==> src/rtl/stop_idle_rx.sv <==
// Serial comma-aligned receiver: hunts for COMMA bit-wise, confirms alignment
// over LOCK_COUNT consecutive commas, then delivers non-comma bytes.
module stop_idle_rx #(
  parameter logic [7:0]  COMMA      = 8'hBC,
  parameter int unsigned LOCK_COUNT = 4
) (
  input  logic       clk,
  input  logic       reset,
  input  logic       data_in,
  output logic [7:0] data_out,
  output logic       valid_out,
  output logic       active
);

  localparam int unsigned BYTE_W = 8;
  localparam int unsigned BIT_W  = 3;
  localparam int unsigned CNT_W  = 4;
  localparam logic [CNT_W-1:0] LOCK_VAL = CNT_W'(LOCK_COUNT);

  typedef enum logic [1:0] {
    ST_HUNT   = 2'd0,
    ST_SYNC   = 2'd1,
    ST_ACTIVE = 2'd2
  } state_t;

  state_t              state_q, state_d;
  logic [BYTE_W-1:0]   sr_q;
  logic [BIT_W-1:0]    bit_cnt_q, bit_cnt_d;
  logic [CNT_W-1:0]    bc_cnt_q, bc_cnt_d;
  logic [BIT_W-1:0]    fill_q;
  logic [BYTE_W-1:0]   data_out_d;
  logic                valid_out_d;
  logic                active_d;

  logic [BYTE_W-1:0]   byte_c;
  logic                comma_c;
  logic                boundary_c;
  logic                primed_c;
  logic [CNT_W-1:0]    bc_inc_c;
  logic                sr_msb_unused;

  // Byte assembled at this edge, and the qualifiers derived from it
  assign byte_c        = {sr_q[BYTE_W-2:0], data_in};
  assign comma_c       = (byte_c == COMMA);
  assign boundary_c    = (bit_cnt_q == BIT_W'(7));
  // Ignore the reset zeros in sr until seven real bits have been shifted in
  assign primed_c      = (fill_q == BIT_W'(7));
  assign bc_inc_c      = bc_cnt_q + CNT_W'(1);
  // sr[7] is shifted out and never consumed
  assign sr_msb_unused = sr_q[BYTE_W-1];

  // State register
  always_ff @(posedge clk or posedge reset) begin
    if (reset) state_q <= ST_HUNT;
    else       state_q <= state_d;
  end

  // Next-state logic
  always_comb begin
    state_d = state_q;
    case (state_q)
      ST_HUNT: begin
        if (primed_c && comma_c)
          state_d = (LOCK_VAL == CNT_W'(1)) ? ST_ACTIVE : ST_SYNC;
      end
      ST_SYNC: begin
        if (boundary_c) begin
          if (!comma_c)                  state_d = ST_HUNT;
          else if (bc_inc_c == LOCK_VAL) state_d = ST_ACTIVE;
        end
      end
      ST_ACTIVE: state_d = ST_ACTIVE;
      default:   state_d = ST_HUNT;
    endcase
  end

  // Counter and output next values
  always_comb begin
    bit_cnt_d   = bit_cnt_q;
    bc_cnt_d    = bc_cnt_q;
    data_out_d  = data_out;
    valid_out_d = 1'b0;
    active_d    = active;
    case (state_q)
      ST_HUNT: begin
        bit_cnt_d = BIT_W'(0);
        if (primed_c && comma_c) begin
          bc_cnt_d = CNT_W'(1);
          if (LOCK_VAL == CNT_W'(1)) active_d = 1'b1;
        end
      end
      ST_SYNC: begin
        bit_cnt_d = bit_cnt_q + BIT_W'(1);
        if (boundary_c) begin
          if (comma_c) begin
            bc_cnt_d = bc_inc_c;
            if (bc_inc_c == LOCK_VAL) active_d = 1'b1;
          end else begin
            bc_cnt_d = CNT_W'(0);
          end
        end
      end
      ST_ACTIVE: begin
        bit_cnt_d = bit_cnt_q + BIT_W'(1);
        if (boundary_c && !comma_c) begin
          data_out_d  = byte_c;
          valid_out_d = 1'b1;
        end
      end
      default: begin
        bit_cnt_d = BIT_W'(0);
        bc_cnt_d  = CNT_W'(0);
      end
    endcase
  end

  // Shift register, counters and registered outputs
  always_ff @(posedge clk or posedge reset) begin
    if (reset) begin
      sr_q      <= '0;
      fill_q    <= '0;
      bit_cnt_q <= '0;
      bc_cnt_q  <= '0;
      data_out  <= '0;
      valid_out <= 1'b0;
      active    <= 1'b0;
    end else begin
      sr_q      <= byte_c;
      if (!primed_c) fill_q <= fill_q + BIT_W'(1);
      bit_cnt_q <= bit_cnt_d;
      bc_cnt_q  <= bc_cnt_d;
      data_out  <= data_out_d;
      valid_out <= valid_out_d;
      active    <= active_d;
    end
  end

endmodule

==> config.mk <==
export PLATFORM = sky130hd
export DESIGN_NAME = stop_idle_rx
export DESIGN_NICKNAME = d
export VERILOG_FILES = /design/src/rtl/stop_idle_rx.sv
export SDC_FILE = /design/constraint.sdc
export NUM_CORES = 1
export LEC_CHECK = 0
export BUFFER_PORTS_ARGS = -buffer_cell sky130_fd_sc_hd__buf_2
export CAP_MARGIN = 5
export CORE_ASPECT_RATIO = 2
export CORE_UTILIZATION = 45
export CTS_CLUSTER_SIZE = 10
export DETAILED_ROUTE_END_ITERATION = 8
export GPL_TIMING_DRIVEN = 0
export HOLD_SLACK_MARGIN = 0.02
export SYNTH_ARGS = -nofsm -noshare
export SYNTH_HDL_FRONTEND = slang
export SYNTH_SLANG_ARGS = --single-unit
export TNS_END_PERCENT = 20
==> constraint.sdc <==
create_clock -name clk -period 3.2 [get_ports clk]
set_input_delay 0.64 -clock clk [delete_from_list [all_inputs] [get_ports clk]]
set_output_delay 0.64 -clock clk [all_outputs]
set_load 0.03 [all_outputs]
# == Word level (Yosys, flattened, before mapping) ==
# Cells that the tools add are included.
# classes
n_addsub,3
eq_ne,9
mux,12
n_bitwise,1
reduce_logical,9
# ops
cell,count
4-bit two-way mux,3
4-bit case mux with 3 select lines,1
8-bit == test (second input constant),1
2-bit two-way mux,4
3-bit by 1-bit adder with 3-bit output (second input constant),2
3-bit == test (second input constant),2
2-bit case mux with 3 select lines,1
3-bit AND reduction,2
4-bit by 1-bit adder with 4-bit output (second input constant),1
4-bit by 3-bit == test with 1-bit output (second input constant),1
2-bit inequality test (second input constant),2
4-bit AND reduction,1
3-bit two-way mux,1
3-bit inequality test (second input constant),1
2-bit by 1-bit == test with 1-bit output (second input constant),1
2-bit == test (second input constant),1
1-bit logical AND,2
2-bit logical NOT,1
1-bit two-way mux,2
2-bit AND reduction,1
2-bit OR reduction,1
1-bit logical NOT,1
1-bit inverter,1
# totals
register_bits,29
out_inout_bits,10

# == Depth between registers and ports, before layout ==
# Gate-level depths: netlist of the first run.
# logic_depth
depth_word,6
ltp_mapped,6
depth_no_buf,6

# == Worst setup path before layout of the first run ==
# No wires, ideal clock.
# synth_timing
path_type,input -> register
startpoint,in data_in
endpoint,reg state_q[1]
setup_ns,0.104
t_arrival_ns,1.810
t_required_ns,3.096
slack_ns,1.287
cell_stages,5
n_path_buf,0
path_cell_list,and4b_1 nand3_2 a21o_1 or4_1 o311ai_1
# synth_via
elab_chain_cells,4
elab_cells_between_ends,8
# synth_lines
element,line,source
"start, declared",9,"input logic data_in,"
8-bit == test *,44,assign comma_c = (byte_c == COMMA);
2-bit two-way mux or 1-bit logical AND (tied branches),"68, 63",
2-bit two-way mux or 2-bit inequality test (tied branches),n/a,
2-bit case mux with 3 select lines or 3-bit AND reduction (tied branches),n/a,
"end signal, assigned",55,else state_q <= state_d;
"end, declared",26,"state_t state_q, state_d;"
# Mark *: on every way between the ends. The rest lies on a longest branch, timed or not. The select of a mux whose other input is x is not followed.
# A chain may end at the register's enable or synchronous reset.

# == Worst setup path in the final report of the first run ==
# layout_timing
startpoint,reg bc_cnt_q[0]
endpoint,reg state_q[1]
# layout_via
elab_chain_cells,4
# layout_lines
element,line,source
"start, declared",29,"logic [CNT_W-1:0] bc_cnt_q, bc_cnt_d;"
"start signal, assigned",131,bc_cnt_q <= bc_cnt_d;
4-bit by 1-bit adder with 4-bit output,48,assign bc_inc_c = bc_cnt_q + CNT_W'(1);
4-bit by 3-bit == test with 1-bit output,69,else if (bc_inc_c == LOCK_VAL) state_d = ST_ACTIVE;
3-bit inequality test (no line),n/a,
3-bit AND reduction (no line),n/a,
# No other way between the ends.

==> flow_metrics.env, run 1 <==
export IMPL_status="finished, final reports clean"
export IMPL_die_w_um=39.23
export IMPL_hold_viol_final=0
export IMPL_grt_usage=0.1698
export IMPL_clk_pin_slew_worst_paths_ns=0.06
export IMPL_vias=774
export IMPL_cts_sinks=29
export IMPL_worst_pin_slew_ns=1.067
export IMPL_maxSlewHeadroom=0.2876
export IMPL_finClkSkew_ns=0.002197
export IMPL_power_density_nw_per_um2=560.3
export IMPL_path_max_fanout=5
export IMPL_dieArea_um2=3000
export IMPL_post_route_drc_count=0
export IMPL_grt_pass1_wl_um=3387
export IMPL_worst_path_largest_cell_delay_ns=0.48
export IMPL_critPathRequiredTime_ns=3.37
export IMPL_die_h_um=76.46
export IMPL_ctsHtreeMaxLevel=2
export IMPL_io_buffer_count=12
export IMPL_grt_pass1_vias=759
export IMPL_gr_total_overflow=0
export IMPL_cts_buffers=5
export IMPL_post_cts_resized=0
export IMPL_critPathKind="reg2reg"
export IMPL_area_growth_pct=16.95
export IMPL_crit_path_start_kind="flip-flop"
export IMPL_async_reset_ff_frac=1.000
export IMPL_ys_seq_elements=29
export IMPL_cap_viol_max_count=0
export IMPL_vdd_drop_max_uv=299.7
export IMPL_ys_types=31
export IMPL_synth_edf_count=0
export IMPL_root_buffer="clkbuf_8"
export IMPL_ys_flop_type="dfrtp_1"
export IMPL_wirelength_um=2011
export IMPL_layout_min_cycle_time_ns=1.877
export IMPL_insertion_delay_ns=0.28
export IMPL_wl_per_cell_um=13.97
export IMPL_pin_count=13
export IMPL_p_leak_nw=0.7169
export IMPL_drt_pass1_iterations=4
export IMPL_nets=127
export IMPL_drtAntennaViolNets=0
export IMPL_tns_ns=0
export IMPL_period_share=0.5866
export IMPL_drive_gt1_frac=0.2931
export IMPL_cts_tree="yes"
export IMPL_hpwl_um=1450
export IMPL_rsz0062_at_grt="no"
export IMPL_synth_nets=108
export IMPL_ys_warn_count=0
export IMPL_hold_class="reg2reg"
export IMPL_slew_viol_final=0
export IMPL_worstSetupEndpointType="flip-flop"
export IMPL_diodes=0
export IMPL_fin_util=0.5606
export IMPL_core_um2=2603
export IMPL_crit_arrival_ns=2.05
export IMPL_first_iter_violations=13
export IMPL_clockBufferDepth=2
export IMPL_setup_viol=0
export IMPL_ys_seq_area_frac=0.5817
export IMPL_postSynthCellCount=96
export IMPL_cts_hold_buf=0
export IMPL_grt_start_max_net_pins=30
export IMPL_post_cts_setup_buffer_count=0
export IMPL_vias_per_cell=5.375
export IMPL_start_util=0.4793
export IMPL_fillers=234
export IMPL_syn_cell_area_um2=1247
export IMPL_synth_area_per_cell_um2=12.99
export IMPL_cpMaxStageDelayCell="or4_1"
export IMPL_path_cells="ha_1, nand2b_1, o21ai_0, a31oi_1, or4_1, o311ai_1"
export IMPL_antenna_found_initial=0
export IMPL_fmax_mhz=532.8
export IMPL_num_rows=26
export IMPL_place_gp_congestion=0.7070
==> routing by layer <==
layer	global-route usage	vias to the layer above	share of wire	wire [um]
met5	0	-	0	0
met4	0.1034	0	0.031	63
met3	0.06997	6	0.034	69
met2	0.2583	15	0.50	1001
met1	0.1853	373	0.44	876
li1	-	380	-	-
==> registers in the layout, summed over array words and instances, names as in the netlist <==
name and count:
bit_cnt_q 3, data_out 8, active 1, state_q 2, sr_q 7, bc_cnt_q 4, valid_out 1, fill_q 3
==> worst max-delay path: cells and delay by family, from the launching register on <==
family          cells  cell delay [ns]
simple gates        2             0.64
compound gates      3             0.47
flops               1             0.42
fa+ha+maj           1             0.24
==> stage by stage <==
| step | power [mW] | instance area [um2] | hold slack [ns] | setup WS [ns] | std cells |
|---|---|---|---|---|---|
| 2_1_floorplan | 0.4249 | 1247 | 0.3614 | 1.287 | 96 |
| 3_3_place_gp | 0.4361 | 1343 | 0.3865 | 1.073 | 136 |
| 3_5_place_dp | 0.4373 | 1343 | 0.3888 | 1.043 | 136 |
| 4_1_cts | 0.8325 | 1459 | 0.4025 | 1.300 | 144 |
| 5_1_grt | 0.8615 | 1459 | 0.4028 | 1.238 | 144 |
| 6_report | 0.8174 | 1459 | 0.3965 | 1.323 | 144 |
==> report_power, final <==
group | internal [mW] | leakage [nW] | switching, mW
registers | 0.379 | 0.367 | 0.0107
logic | 0.0141 | 0.292 | 0.0256
clock network | 0.253 | 0.0585 | 0.134
==> area by class of cell <==
type / instances / area [um2] / area share
Clock buffer: 7 / 86.33 / 0.05918
Clock inverter: 1 / 30.03 / 0.02058
Inverter: 7 / 26.28 / 0.01801
Multi-Input combinational cell: 60 / 495.5 / 0.3396
Sequential cell: 29 / 725.7 / 0.4974
Tap cell: 28 / 35.03 / 0.02401
Timing Repair Buffer: 12 / 60.06 / 0.04117
==> synth_stat cells, types with 2 or more instances <==
| cell type | instances | area, um2 |
|---|---|---|
| inv_1 | 7 | 26.28 |
| dfrtp_1 | 29 | 725.7 |
| mux2_2 | 10 | 112.6 |
| o21ai_0 | 5 | 25.02 |
| nor2_1 | 2 | 7.510 |
| nor2b_1 | 2 | 12.51 |
| and2_1 | 3 | 18.77 |
| ha_1 | 9 | 112.6 |
| o21ai_1 | 2 | 10.01 |
| a21oi_1 | 2 | 10.01 |
| nand2_1 | 4 | 15.01 |
| nand2b_1 | 2 | 12.51 |
==> path summary, 6_finish.rpt <==
kind                                          from                       to  slack [ns]  cells after the start
hold / removal                   sr_q[3]$_DFF_PP0_        sr_q[4]$_DFF_PP0_        0.40                      0
max in group asynchronous                    reset  data_out[1]$_DFFE_PP0P_        1.93                      2
hold reg to reg                  sr_q[3]$_DFF_PP0_        sr_q[4]$_DFF_PP0_        0.40                      0
setup reg to reg           bc_cnt_q[0]$_DFFE_PP0P_   state_q[1]$_DFFE_PP0P_        1.32                      6
setup / recovery           bc_cnt_q[0]$_DFFE_PP0P_   state_q[1]$_DFFE_PP0P_        1.32                      6
min in group asynchronous                    reset  data_out[7]$_DFFE_PP0P_        0.62                      2
==> logic make-up (layout without fill, tap and decap cells) <==
group | count (synthesis) | in the layout | share of synthesized area
flops | 29 | 29 | 0.5817
simple gates | 21 | 21 | 0.1043
xor+xnor | 1 | 1 | 0.007022
fa+ha+maj | 9 | 9 | 0.09027
compound gates | 19 | 19 | 0.1053
buf+inv | 7 | 27 | 0.02107
mux | 10 | 10 | 0.09027
==> layout by cell type, fill, tap and decap left out, drive strengths merged, types with 2 or more instances in the layout <==
| master | instances |
|---|---|
| a21oi | 3 |
| and2 | 3 |
| buf | 12 |
| clkbuf | 7 |
| dfrtp | 29 |
| ha | 9 |
| inv | 7 |
| mux2 | 10 |
| nand2 | 4 |
| nand2b | 2 |
| nand3 | 2 |
| nor2 | 2 |
| nor2b | 2 |
| o21ai | 7 |
No activity file was read; power rests on OpenSTA's default activity.
==> run 2, diff against run 1 <==
- PLACE_DENSITY: not set -> 0.66
- clock period: 3.2 -> 1.6 ns (I/O delays scaled with it)
==> flow_metrics.env, run 2 (synthesized netlist as in run 1, its figures left out) <==
export IMPL_grt_usage=0.1847
export IMPL_pre_cts_ws_ns=-0.2457
export IMPL_worst_path_stages=6
export IMPL_wirelength_um=2254
export IMPL_regMostFlops="data_out"
export IMPL_drt_pass1_iterations=4
export IMPL_finClkSkew_ns=0.006670
export IMPL_clockBufferDepth=2
export IMPL_hold_depth=1
export IMPL_start_util=0.4793
export IMPL_maxSlewHeadroom=0.2962
export IMPL_total_power_mw=1.635
export IMPL_status="finished, violations left"
export IMPL_num_rows=26
export IMPL_pin_count=13
export IMPL_worst_path_largest_cell_delay_ns=0.47
export IMPL_power_share_clock=0.460
export IMPL_fin_util=0.6125
export IMPL_r2r_start="bc_cnt_q[1]$_DFFE_PP0P_"
export IMPL_r2r_setup_slack_ns=-0.16
export IMPL_clk_pin_slew_worst_paths_ns=0.07
export IMPL_root_buffer="clkbuf_8"
export IMPL_insertion_delay_ns=0.28
export IMPL_rsz0062_at_grt="yes"
export IMPL_power_share_combinational=0.062
export IMPL_largest_reg_flops=8
export IMPL_vias=817
export IMPL_period_share=1.099
export IMPL_cap_viol_max_count=0
export IMPL_nets=134
export IMPL_final_setup_worst_slack_ns=-0.1584
export IMPL_hold_viol_final=0
export IMPL_ctsHtreeMaxLevel=2
export IMPL_hpwl_um=1537
export IMPL_first_iter_violations=15
export IMPL_crit_arrival_ns=1.93
export IMPL_endpoint="state_q[1]$_DFFE_PP0P_"
export IMPL_whs_ns=0.1743
export IMPL_layout_min_cycle_time_ns=1.758
export IMPL_path_max_fanout=5
export IMPL_worstSetupEndpointType="flip-flop"
export IMPL_area_growth_pct=27.78
export IMPL_r2r_cells=6
export IMPL_dieArea_um2=3000
export IMPL_swShare=0.2242
export IMPL_finalInstanceArea_um2=1594
export IMPL_wl_per_cell_um=14.93
export IMPL_critPathTopFamily="simple AND/OR/NAND/NOR gates"
export IMPL_diodes=0
export IMPL_power_switching_mw=0.3665
export IMPL_vias_per_cell=5.411
export IMPL_slew_viol_final=0
export IMPL_crit_path_start_kind="flip-flop"
export IMPL_cpMaxStageDelayCell="or4_1"
export IMPL_gr_total_overflow=0
export IMPL_fmax_mhz=568.7
export IMPL_cp_buffers_inverters=0
export IMPL_post_route_drc_count=0
export IMPL_core_um2=2603
export IMPL_hold_class="in2reg"
export IMPL_grt_pass1_wl_um=3746
export IMPL_place_inst=136
export IMPL_worst_pin_slew_ns=1.055
export IMPL_final_common_cell="dfrtp_1"
export IMPL_cp_startpoint="bc_cnt_q[1]$_DFFE_PP0P_"
export IMPL_timing_rr_end="state_q[1]$_DFFE_PP0P_"
export IMPL_critPathKind="reg2reg"
export IMPL_fillers=214
export IMPL_cts_tree="yes"
export IMPL_power_density_nw_per_um2=1025
export IMPL_grt_pass1_vias=826
export IMPL_vdd_drop_max_uv=1097
export IMPL_path_cells="ha_2, nand2b_4, o21ai_4, a31oi_4, or4_1, o311ai_1"
export IMPL_io_buffer_count=12
export IMPL_grt_start_max_net_pins=30
export IMPL_final_cells=151
export IMPL_intPower_mw=1.268
export IMPL_p_leak_nw=0.7535
export IMPL_mostFrequentLayoutCells="dfrtp_1, buf_2, mux2_2"
export IMPL_tns_ns=-0.6659
export IMPL_place_gp_congestion=0.8219
export IMPL_setup_viol=14
export IMPL_die_w_um=39.23
export IMPL_reg_top3="data_out (8), sr_q (7), bc_cnt_q (4)"
export IMPL_drive_gt1_frac=0.4390
export IMPL_cts_buffers=5
export IMPL_critPathRequiredTime_ns=1.77
export IMPL_drtAntennaViolNets=0
export IMPL_violations="setup timing"
export IMPL_die_h_um=76.46
export IMPL_placed_area_um2=1365
export IMPL_cts_sinks=29
export IMPL_pwr_share_seq=0.477
export IMPL_antenna_found_initial=0
==> run 2: cell count changes in the layout (fill, tap and decap cells not counted), moves of 2 or more <==
| cell | delta |
|---|---|
| ha_2 | +4 |
| ha_1 | -5 |
| buf_4 | +6 |
| o21ai_0 | -2 |
==> run 2: area by class of cell <==
cell class,count,area (um2),area share
Inverter,7,26.28,0.01648
Clock buffer,5,68.82,0.04317
Multi-Input combinational cell,60,575.6,0.3611
Timing Repair Buffer,19,116.4,0.07300
Sequential cell,29,725.7,0.4553
Tap cell,28,35.03,0.02198
Clock inverter,3,46.29,0.02904
==> run 2: worst register-to-register path: stages, from the launching register on <==
cell	delay, ns
dfrtp_1	0.43
ha_2	0.22
nand2b_4	0.16
o21ai_4	0.16
a31oi_4	0.10
or4_1	0.47
o311ai_1	0.11
==> run 2: metal layers <==
| metal | track usage | wire (um) | vias up | share of wire |
|---|---|---|---|---|
| li1 | - | - | 394 | - |
| met1 | 0.2089 | 854 | 398 | 0.38 |
| met2 | 0.2933 | 1263 | 18 | 0.56 |
| met3 | 0.05248 | 74 | 7 | 0.033 |
| met4 | 0.1034 | 61 | 0 | 0.027 |
| met5 | 0 | 0 | - | 0 |
==> run 2: how the worst min path moves through the flow <==
stage                      startpoint           endpoint  slack (ns)
finish                        data_in  sr_q[0]$_DFF_PP0_        0.17
global route                  data_in  sr_q[0]$_DFF_PP0_        0.16
CTS                           data_in  sr_q[0]$_DFF_PP0_        0.17
detailed placement  sr_q[5]$_DFF_PP0_  sr_q[6]$_DFF_PP0_        0.39
global placement    sr_q[2]$_DFF_PP0_  sr_q[3]$_DFF_PP0_        0.39
floorplan                     data_in  sr_q[0]$_DFF_PP0_        0.35
==> run 2: power by group through the flow <==
stage	logic, mW	clock network, mW	registers, mW
CTS	0.0961	0.778	0.780
floorplan	0.0607	0	0.790
finish	0.102	0.752	0.780
detailed placement	0.0838	0	0.794
global placement	0.0804	0	0.793
global route	0.113	0.810	0.785
==> run 2: repair_timing <==
item | CTS | global route
gates cloned | 0 | 0
setup buffers | 1 | 6
resized for setup | 3 | 11
endpoints found under the hold margin | 0 | 0
pin swaps | 0 | 3
endpoints found under the setup margin | 12 | 15
hold buffers | 0 | 0
==> run 3, diff against run 2 <==
==> constraint.sdc (replaced) <==
create_clock -name clk -period 1.6 [get_ports clk]
set_input_delay 0.08 -clock clk [delete_from_list [all_inputs] [get_ports clk]]
set_output_delay 0.08 -clock clk [all_outputs]
set_load 0.03 [all_outputs]
==> flow_metrics.env, run 3 (synthesized netlist as in run 1, its figures left out) <==
export IMPL_status="finished, violations left"
export IMPL_violations="setup timing"
export IMPL_path_max_fanout=5
export IMPL_crit_path_start_kind="flip-flop"
export IMPL_hold_viol_final=0
export IMPL_final_common_cell="dfrtp_1"
export IMPL_mostFrequentLayoutCells="dfrtp_1, buf_2, mux2_2"
export IMPL_tns_ns=-0.6608
export IMPL_grt_pass1_wl_um=3753
export IMPL_grt_usage=0.1847
export IMPL_pin_count=13
export IMPL_diodes=0
export IMPL_area_growth_pct=28.59
export IMPL_num_rows=26
export IMPL_cpMaxStageDelayCell="or4_1"
export IMPL_intPower_mw=1.270
export IMPL_die_h_um=76.46
export IMPL_vdd_drop_max_uv=1097
export IMPL_setup_viol=14
export IMPL_p_leak_nw=0.7577
export IMPL_wirelength_um=2257
export IMPL_regMostFlops="data_out"
export IMPL_power_share_clock=0.459
export IMPL_reg_top3="data_out (8), sr_q (7), bc_cnt_q (4)"
export IMPL_grt_start_max_net_pins=30
export IMPL_root_buffer="clkbuf_8"
export IMPL_rsz0062_at_grt="yes"
export IMPL_vias=820
export IMPL_clockBufferDepth=2
export IMPL_maxSlewHeadroom=0.2961
export IMPL_cts_sinks=29
export IMPL_cts_tree="yes"
export IMPL_nets=135
export IMPL_gr_total_overflow=0
export IMPL_critPathRequiredTime_ns=1.77
export IMPL_ctsHtreeMaxLevel=2
export IMPL_core_um2=2603
export IMPL_wl_per_cell_um=14.85
export IMPL_hold_class="in2async"
export IMPL_final_setup_worst_slack_ns=-0.1584
export IMPL_io_buffer_count=12
export IMPL_path_cells="ha_2, nand2b_4, o21ai_4, a31oi_4, or4_1, o311ai_1"
export IMPL_clk_pin_slew_worst_paths_ns=0.07
export IMPL_power_switching_mw=0.3659
export IMPL_hpwl_um=1537
export IMPL_grt_pass1_vias=832
export IMPL_cts_buffers=5
export IMPL_period_share=1.099
export IMPL_final_cells=152
export IMPL_dieArea_um2=3000
export IMPL_fmax_mhz=568.7
export IMPL_worst_pin_slew_ns=1.055
export IMPL_pwr_share_seq=0.477
export IMPL_layout_min_cycle_time_ns=1.758
export IMPL_power_density_nw_per_um2=1020
export IMPL_worstSetupEndpointType="flip-flop"
export IMPL_drtAntennaViolNets=0
export IMPL_drt_pass1_iterations=4
export IMPL_first_iter_violations=14
export IMPL_insertion_delay_ns=0.28
export IMPL_slew_viol_final=0
export IMPL_swShare=0.2237
export IMPL_finClkSkew_ns=0.006670
export IMPL_crit_arrival_ns=1.93
export IMPL_post_route_drc_count=0
export IMPL_cp_buffers_inverters=0
export IMPL_die_w_um=39.23
export IMPL_largest_reg_flops=8
export IMPL_vias_per_cell=5.395
export IMPL_power_share_combinational=0.063
export IMPL_place_inst=136
export IMPL_pre_cts_ws_ns=-0.1871
export IMPL_antenna_found_initial=0
export IMPL_worst_path_largest_cell_delay_ns=0.47
export IMPL_place_gp_congestion=0.8219
export IMPL_cap_viol_max_count=0
export IMPL_critPathTopFamily="simple AND/OR/NAND/NOR gates"
export IMPL_critPathKind="reg2reg"
export IMPL_start_util=0.4793
export IMPL_drive_gt1_frac=0.4355
==> run 3: changes by cell type in the layout (fill, tap and decap cells not counted), sizes merged <==
cell / delta
dlygate4sd3: +1
==> run 3: metrics by stage <==
| step | cell area, um2 | util | hold WS, ns | total power, mW |
|---|---|---|---|---|
| 4_1_cts | 1510 | 0.5803 | 0.05328 | 1.656 |
| 3_3_place_gp | 1365 | 0.5245 | 0.2142 | 0.8734 |
| 2_1_floorplan | 1270 | - | 0.1114 | 0.8505 |
| 3_5_place_dp | 1365 | 0.5245 | 0.2184 | 0.8775 |
| 5_1_grt | 1604 | 0.6163 | 0.06127 | 1.710 |
| 6_report | 1604 | 0.6163 | 0.05121 | 1.636 |
==> run 3: repair_timing <==
item | in CTS | in global routing
resized for setup | 3 | 11
setup endpoints to repair | 12 | 15
pin swaps | 0 | 3
gates cloned | 0 | 0
hold buffers | 1 | 0
setup buffers | 1 | 6
hold endpoints to repair | 1 | 0
==> run 3: power groups by stage <==
stage,logic [mW],clock network [mW],registers (mW)
after detailed placement,0.0838,0,0.794
after floorplan,0.0607,0,0.790
after CTS,0.0980,0.778,0.780
after global routing,0.114,0.810,0.785
after global placement,0.0804,0,0.793
final,0.104,0.751,0.780
==> run 3: final cells by class <==
cell class / instances / area (um2)
Fill cell: 213 / 998.5
Multi-Input combinational cell: 60 / 575.6
Clock buffer: 5 / 68.82
Sequential cell: 29 / 725.7
Clock inverter: 3 / 46.29
Tap cell: 28 / 35.03
Timing Repair Buffer: 20 / 126.4
Inverter: 7 / 26.28
==> run 3: routing by layer <==
layer | share of wire | GRT usage | vias up
li1 | - | - | 397
met1 | 0.38 | 0.2089 | 398
met2 | 0.56 | 0.2933 | 18
met3 | 0.033 | 0.05248 | 7
met4 | 0.027 | 0.1034 | 0
met5 | 0 | 0 | -
==> run 3: worst paths after layout <==
| kind | start | endpoint | slack (ns) | cells after the start |
|---|---|---|---|---|
| min | reset | fill_q[0]$_DFFE_PP0N_ | 0.05 | 2 |
| min reg2reg | sr_q[2]$_DFF_PP0_ | sr_q[3]$_DFF_PP0_ | 0.40 | 0 |
| max | bc_cnt_q[1]$_DFFE_PP0P_ | state_q[1]$_DFFE_PP0P_ | -0.16 | 6 |
| min in group clk | data_in | data_out[0]$_DFFE_PP0P_ | 0.06 | 2 |
| max reg2reg | bc_cnt_q[1]$_DFFE_PP0P_ | state_q[1]$_DFFE_PP0P_ | -0.16 | 6 |
| max in group asynchronous | reset | bit_cnt_q[0]$_DFF_PP0_ | 0.91 | 2 |
